[src/rtl/bcd_serial_adder_if.sv]
// Request/result bundle for the digit-serial packed-BCD adder.
// The master issues operands and start; the slave returns status and the result.
interface bcd_serial_adder_if #(
  parameter int unsigned DIGITS = 4
) ();
  logic                  start;
  logic [4*DIGITS-1:0]   a;
  logic [4*DIGITS-1:0]   b;
  logic                  cin;
  logic                  busy;
  logic                  done;
  logic [4*DIGITS-1:0]   sum;
  logic                  cout;
  logic                  err;

  modport master (
    output start, a, b, cin,
    input  busy, done, sum, cout, err
  );

  modport slave (
    input  start, a, b, cin,
    output busy, done, sum, cout, err
  );
endinterface

[src/rtl/bcd_serial_adder.sv]
// Packed-BCD adder using one decimal digit-add datapath.
// Operands are processed one digit per clock, least-significant digit first.
module bcd_serial_adder #(
  parameter int unsigned DIGITS = 4
) (
  input  logic             clk,
  input  logic             rst,
  bcd_serial_adder_if.slave bus
);
  localparam int unsigned W  = 4 * DIGITS;
  localparam int unsigned IW = (DIGITS > 1) ? $clog2(DIGITS) : 1;

  typedef enum logic [1:0] {IDLE, RUN, DONE} state_t;

  state_t          state;
  logic [W-1:0]    a_q;
  logic [W-1:0]    b_q;
  logic [W-1:0]    work;
  logic [W-1:0]    work_nxt;
  logic            carry;
  logic            carry_nxt;
  logic            err_acc;
  logic            dig_bad;
  logic            last;
  logic [IW-1:0]   idx;
  logic [IW+1:0]   base;
  logic [3:0]      ad;
  logic [3:0]      bd;
  logic [3:0]      digit;
  logic [4:0]      t;
  logic [W-1:0]    sum_q;
  logic            cout_q;
  logic            err_q;

  always_comb begin
    base      = {idx, 2'b00};
    ad        = a_q[base +: 4];
    bd        = b_q[base +: 4];
    t         = {1'b0, ad} + {1'b0, bd} + {4'b0000, carry};
    carry_nxt = (t > 5'd9);
    // (t+6) mod 16 only depends on the low nibble of t
    digit     = carry_nxt ? (t[3:0] + 4'd6) : t[3:0];
    dig_bad   = (ad > 4'd9) || (bd > 4'd9);
    last      = (idx == IW'(DIGITS - 1));
    work_nxt  = work;
    work_nxt[base +: 4] = digit;
  end

  always_ff @(posedge clk or posedge rst) begin
    if (rst) begin
      state   <= IDLE;
      a_q     <= '0;
      b_q     <= '0;
      work    <= '0;
      carry   <= 1'b0;
      err_acc <= 1'b0;
      idx     <= '0;
      sum_q   <= '0;
      cout_q  <= 1'b0;
      err_q   <= 1'b0;
    end else begin
      case (state)
        IDLE: begin
          if (bus.start) begin
            a_q     <= bus.a;
            b_q     <= bus.b;
            carry   <= bus.cin;
            idx     <= '0;
            err_acc <= 1'b0;
            work    <= '0;
            state   <= RUN;
          end
        end
        RUN: begin
          work    <= work_nxt;
          carry   <= carry_nxt;
          err_acc <= err_acc | dig_bad;
          if (last) begin
            sum_q  <= work_nxt;
            cout_q <= carry_nxt;
            err_q  <= err_acc | dig_bad;
            state  <= DONE;
          end else begin
            idx <= idx + 1'b1;
          end
        end
        DONE:    state <= IDLE;
        default: state <= IDLE;
      endcase
    end
  end

  assign bus.busy = (state == RUN);
  assign bus.done = (state == DONE);
  assign bus.sum  = sum_q;
  assign bus.cout = cout_q;
  assign bus.err  = err_q;
endmodule
[src/flat_wrapper.sv]
// flat-port wrapper written by rule: the top's interface ports become plain ports
module bcd_serial_adder_flat 
#(
  parameter int unsigned DIGITS = 4
)
  (clk, rst, bus_start, bus_a, bus_b, bus_cin, bus_busy, bus_done, bus_sum, bus_cout, bus_err);
  bcd_serial_adder_if #(.DIGITS(DIGITS)) bus_i ();
  input  logic clk;
  input  logic rst;
  input wire logic [$bits(bus_i.start)-1:0] bus_start;
  input wire logic [$bits(bus_i.a)-1:0] bus_a;
  input wire logic [$bits(bus_i.b)-1:0] bus_b;
  input wire logic [$bits(bus_i.cin)-1:0] bus_cin;
  output wire logic [$bits(bus_i.busy)-1:0] bus_busy;
  output wire logic [$bits(bus_i.done)-1:0] bus_done;
  output wire logic [$bits(bus_i.sum)-1:0] bus_sum;
  output wire logic [$bits(bus_i.cout)-1:0] bus_cout;
  output wire logic [$bits(bus_i.err)-1:0] bus_err;
  assign bus_i.start = bus_start;
  assign bus_i.a = bus_a;
  assign bus_i.b = bus_b;
  assign bus_i.cin = bus_cin;
  assign bus_busy = bus_i.busy;
  assign bus_done = bus_i.done;
  assign bus_sum = bus_i.sum;
  assign bus_cout = bus_i.cout;
  assign bus_err = bus_i.err;
  bcd_serial_adder #(.DIGITS(DIGITS)) u_core (.clk(clk), .rst(rst), .bus(bus_i));
endmodule
[config.mk]
export PLATFORM = sky130hd
export DESIGN_NAME = bcd_serial_adder_flat
export DESIGN_NICKNAME = d
export VERILOG_FILES = /design/src/rtl/bcd_serial_adder_if.sv /design/src/rtl/bcd_serial_adder.sv /design/src/flat_wrapper.sv
export SDC_FILE = /design/constraint.sdc
export NUM_CORES = 1
export LEC_CHECK = 0
export ABC_AREA = 1
export CAP_MARGIN = 5
export CELL_PAD_IN_SITES_DETAIL_PLACEMENT = 0
export CELL_PAD_IN_SITES_GLOBAL_PLACEMENT = 2
export CORE_UTILIZATION = 31
export DETAILED_ROUTE_END_ITERATION = 6
export PLACE_DENSITY = 0.85
export SETUP_SLACK_MARGIN = 0.2
export SLEW_MARGIN = 20
export SYNTH_ARGS = -nofsm -noshare
export SYNTH_HDL_FRONTEND = slang
export SYNTH_SLANG_ARGS = --single-unit
[constraint.sdc]
create_clock -name clk -period 4.5 [get_ports clk]
set_input_delay 0.9 -clock clk [delete_from_list [all_inputs] [get_ports clk]]
set_output_delay 0.9 -clock clk [all_outputs]
set_load 0.02 [all_outputs]
==> results.toml <==
[outcome]
status = "finished clean"

[setup_path]
critPathLaunch = "u_core.idx[0]"
worst_setup_path_start_kind = "register"
critical_path.reg2reg.startpoint = "u_core.idx[0]"
worstPathCellList = "inv_2 -> o21ai_0 -> o22ai_1 -> fa_1 -> fa_1 -> inv_1 -> ha_1 -> inv_1 -> nor2_1 -> a21oi_2 -> nand2_2 -> nand2_4 -> nand2_2 -> nand3_1 -> nand2_1 -> a22o_1"
critPathRequiredTime_ns = 4.71
endpoint_kind = "register"
critPathMaxStageDelay_ns = 0.58
cp_slowest_cell = "dfrtp_1"
cp_num_buf_inv = 3
path_class = "register to register"
worstPathMaxFanout = 19
critPathCapture = "u_core.work[3]"
cp.depth = 16
critical_path.top_delay_family = "adder cells"
rr_endpoint = "u_core.work[3]"
ff2ff_path_depth = 16
arrival_ns = 3.60
regToRegSetupSlack_ns = 1.11

[timing]
fin_tns_setup_ns = 0
setup_violations = 0
fin_crit_sh_pct = 75.3
finClkSkew_ns = 0.00898
slew_viol_final = 0
slew_headroom_pct = 41.7
rsz0062_at_grt = "false"
fmax_ghz = 0.295
final.min_clock_period_ns = 3.39
tightest_slew_ns = 0.874
hold_viol = 0

[layout]
fin_nets = 573
seq_area_sq_um = 1800
diodes = 0
drive_gt1_share_pct = 7.92
area_growth_pct = 28.0
multi_input_comb_area_sq_um = 1610
num-fill-cells = 1192

[placement]
hpwl_um = 6420
place_congestion = 0.814
portBuffers = 55

[logic_synthesis]
ys_seq_elements = 72
synth_cells = 468
synth_area_leader_cell = "dfrtp_1"
synthFlopType = "dfrtp_1"
synth.top_cells.by_area = "dfrtp_1, nand2_1, inv_1"
yosysWarnings = 0
synthesis.area_sq_um = 3650
synth_cell_types = 33
async_flop_share_pct = 100
synthDominantCellAreaShare_pct = 49.4
synth_enable_flop_cells = 0
synth.avg_cell_area_sq_um = 7.79
seq_area_frac_synth_pct = 49.4
syn_nets = 516

[drt]
firstDrtPassIters = 4
ant_nets = 0
drt-total-wl_um = 8830
viasPerCell = 4.56
drc = 0
vias = 3068
wl_per_cell_um = 13.1
drtIter0Drc = 141

[cts]
cts_setup_buffers = 0
cts-htree-levels = 3
cts_tree = "done"
cts_made_buffers = 9
cts_resized = 0
clkTransAtPathRegs_ns = 0.06
clk_path_buf_depth = 2
ctsHoldBuffers = 0
clk_latency_ns = 0.33
cts-root-buf = "clkbuf_16"
cts_sinks = 72

[run]
max-cap-violations = 0

[global_routing]
grt_usage_pct = 15.6
grt_pass1_vias = 3155
grt_max_degree = 43
grt_overflow = 0
antenna_found_initial = 0
grt_pass1_wl_um = 15500

[die]
core_region_area_sq_um = 11400
rows = 39
initial_core_util_pct = 31.9
fp.dieArea_sq_um = 12200
die_h_um = 110
fp.dieW_um = 110
ioPinCount = 56

[worst_hold_path]
worstHoldPathCells = 2
hold_class = "register to register"
==> worst min path at each step <==
stage,startpoint,endpoint
floorplan,u_core.b_q[11],u_core.b_q[11]
global placement,u_core.work[1],u_core.work[1]
detailed placement,u_core.bus.sum[1],u_core.bus.sum[1]
CTS,u_core.bus.sum[1],u_core.bus.sum[1]
global route,u_core.work[1],u_core.work[1]
finish,u_core.bus.sum[1],u_core.bus.sum[1]
==> layer usage <==
layer / GRT usage [%] / part of all wire (%)
met5: 0 / 0
met4: 4.36 / 0.67
met3: 3.29 / 4.3
met2: 25.4 / 46
met1: 21.1 / 49
==> area by class of cell <==
type                       instances  share of cell area, %
clock buffer                      11                   5.20
clock inverter                     5                   1.72
inverter                          39                   3.14
multi-input combinational        340                   34.4
sequential                        72                   38.6
tap                              143                   3.83
timing repair buffer              63                   13.1
==> stage by stage <==
| stage | instance area (sq um) | setup slack, ns | cells | util, % | hold WS (ns) |
|---|---|---|---|---|---|
| after CTS | 4670 | 1.10 | 673 | 40.9 | 0.480 |
| after floorplan | 3650 | 1.34 | 468 | - | 0.444 |
| after global placement | 4350 | 1.17 | 657 | 38.1 | 0.461 |
| after global routing | 4670 | 0.771 | 673 | 40.9 | 0.495 |
| after detailed placement | 4350 | 1.12 | 657 | 38.1 | 0.465 |
| final | 4670 | 1.11 | 673 | 40.9 | 0.473 |
==> cell usage in the layout, fill, tap and decap left out, types with 2 or more instances in the layout <==
master             n
bufinv_16          2
a32o_1             3
o21ai_1            3
inv_1             34
o21ai_0           17
a21oi_1            5
o22ai_1            7
clkdlybuf4s50_1   55
ha_1              10
nand2_2            7
clkinv_1           2
nor2_1            19
clkinvlp_4         2
fa_1               2
clkbuf_16          9
inv_2              3
nand4_1            5
o21bai_2           2
nand3_1           14
dfrtp_1           72
buf_4              8
nand2_1          234
==> registers in the layout, summed over array words and instances (netlist names) <==
register and count:
u_core.carry 1, u_core.a_q 16, u_core.idx 2, u_core.bus.err 1
u_core.bus.sum 16, u_core.bus.cout 1, u_core.work 16, u_core.state 2
u_core.b_q 16, u_core.err_acc 1
==> tightest hold or removal path, cell delays in order, from the launching register on <==
cell     delay, ns
dfrtp_1       0.34
nand2_1       0.05
nand2_1       0.05
==> Yosys cell counts (3+ instances only) <==
master / instances
dfrtp_1: 72
nor2_1: 19
nand4_1: 5
o21ai_0: 17
clkbuf_1: 7
nand2_1: 234
o21ai_1: 3
buf_2: 7
nand2_2: 7
ha_1: 10
inv_1: 35
nand3_1: 14
a21oi_1: 5
o22ai_1: 7
a32o_1: 3
==> cell families (layout without fill, tap and decap cells) <==
kind of cell | count (synthesis) | count (layout) | synth area share (%)
AOI/OAI and AO/OA | 41 | 41 | 7.24
adders and majority gates | 12 | 12 | 4.53
buffers and inverters | 56 | 118 | 6.52
DFF | 72 | 72 | 49.4
and+or+nand+nor | 287 | 287 | 32.3
Power is not shown: default switching activity piles up to over one toggle a cycle in this logic, so the estimate is an artifact.
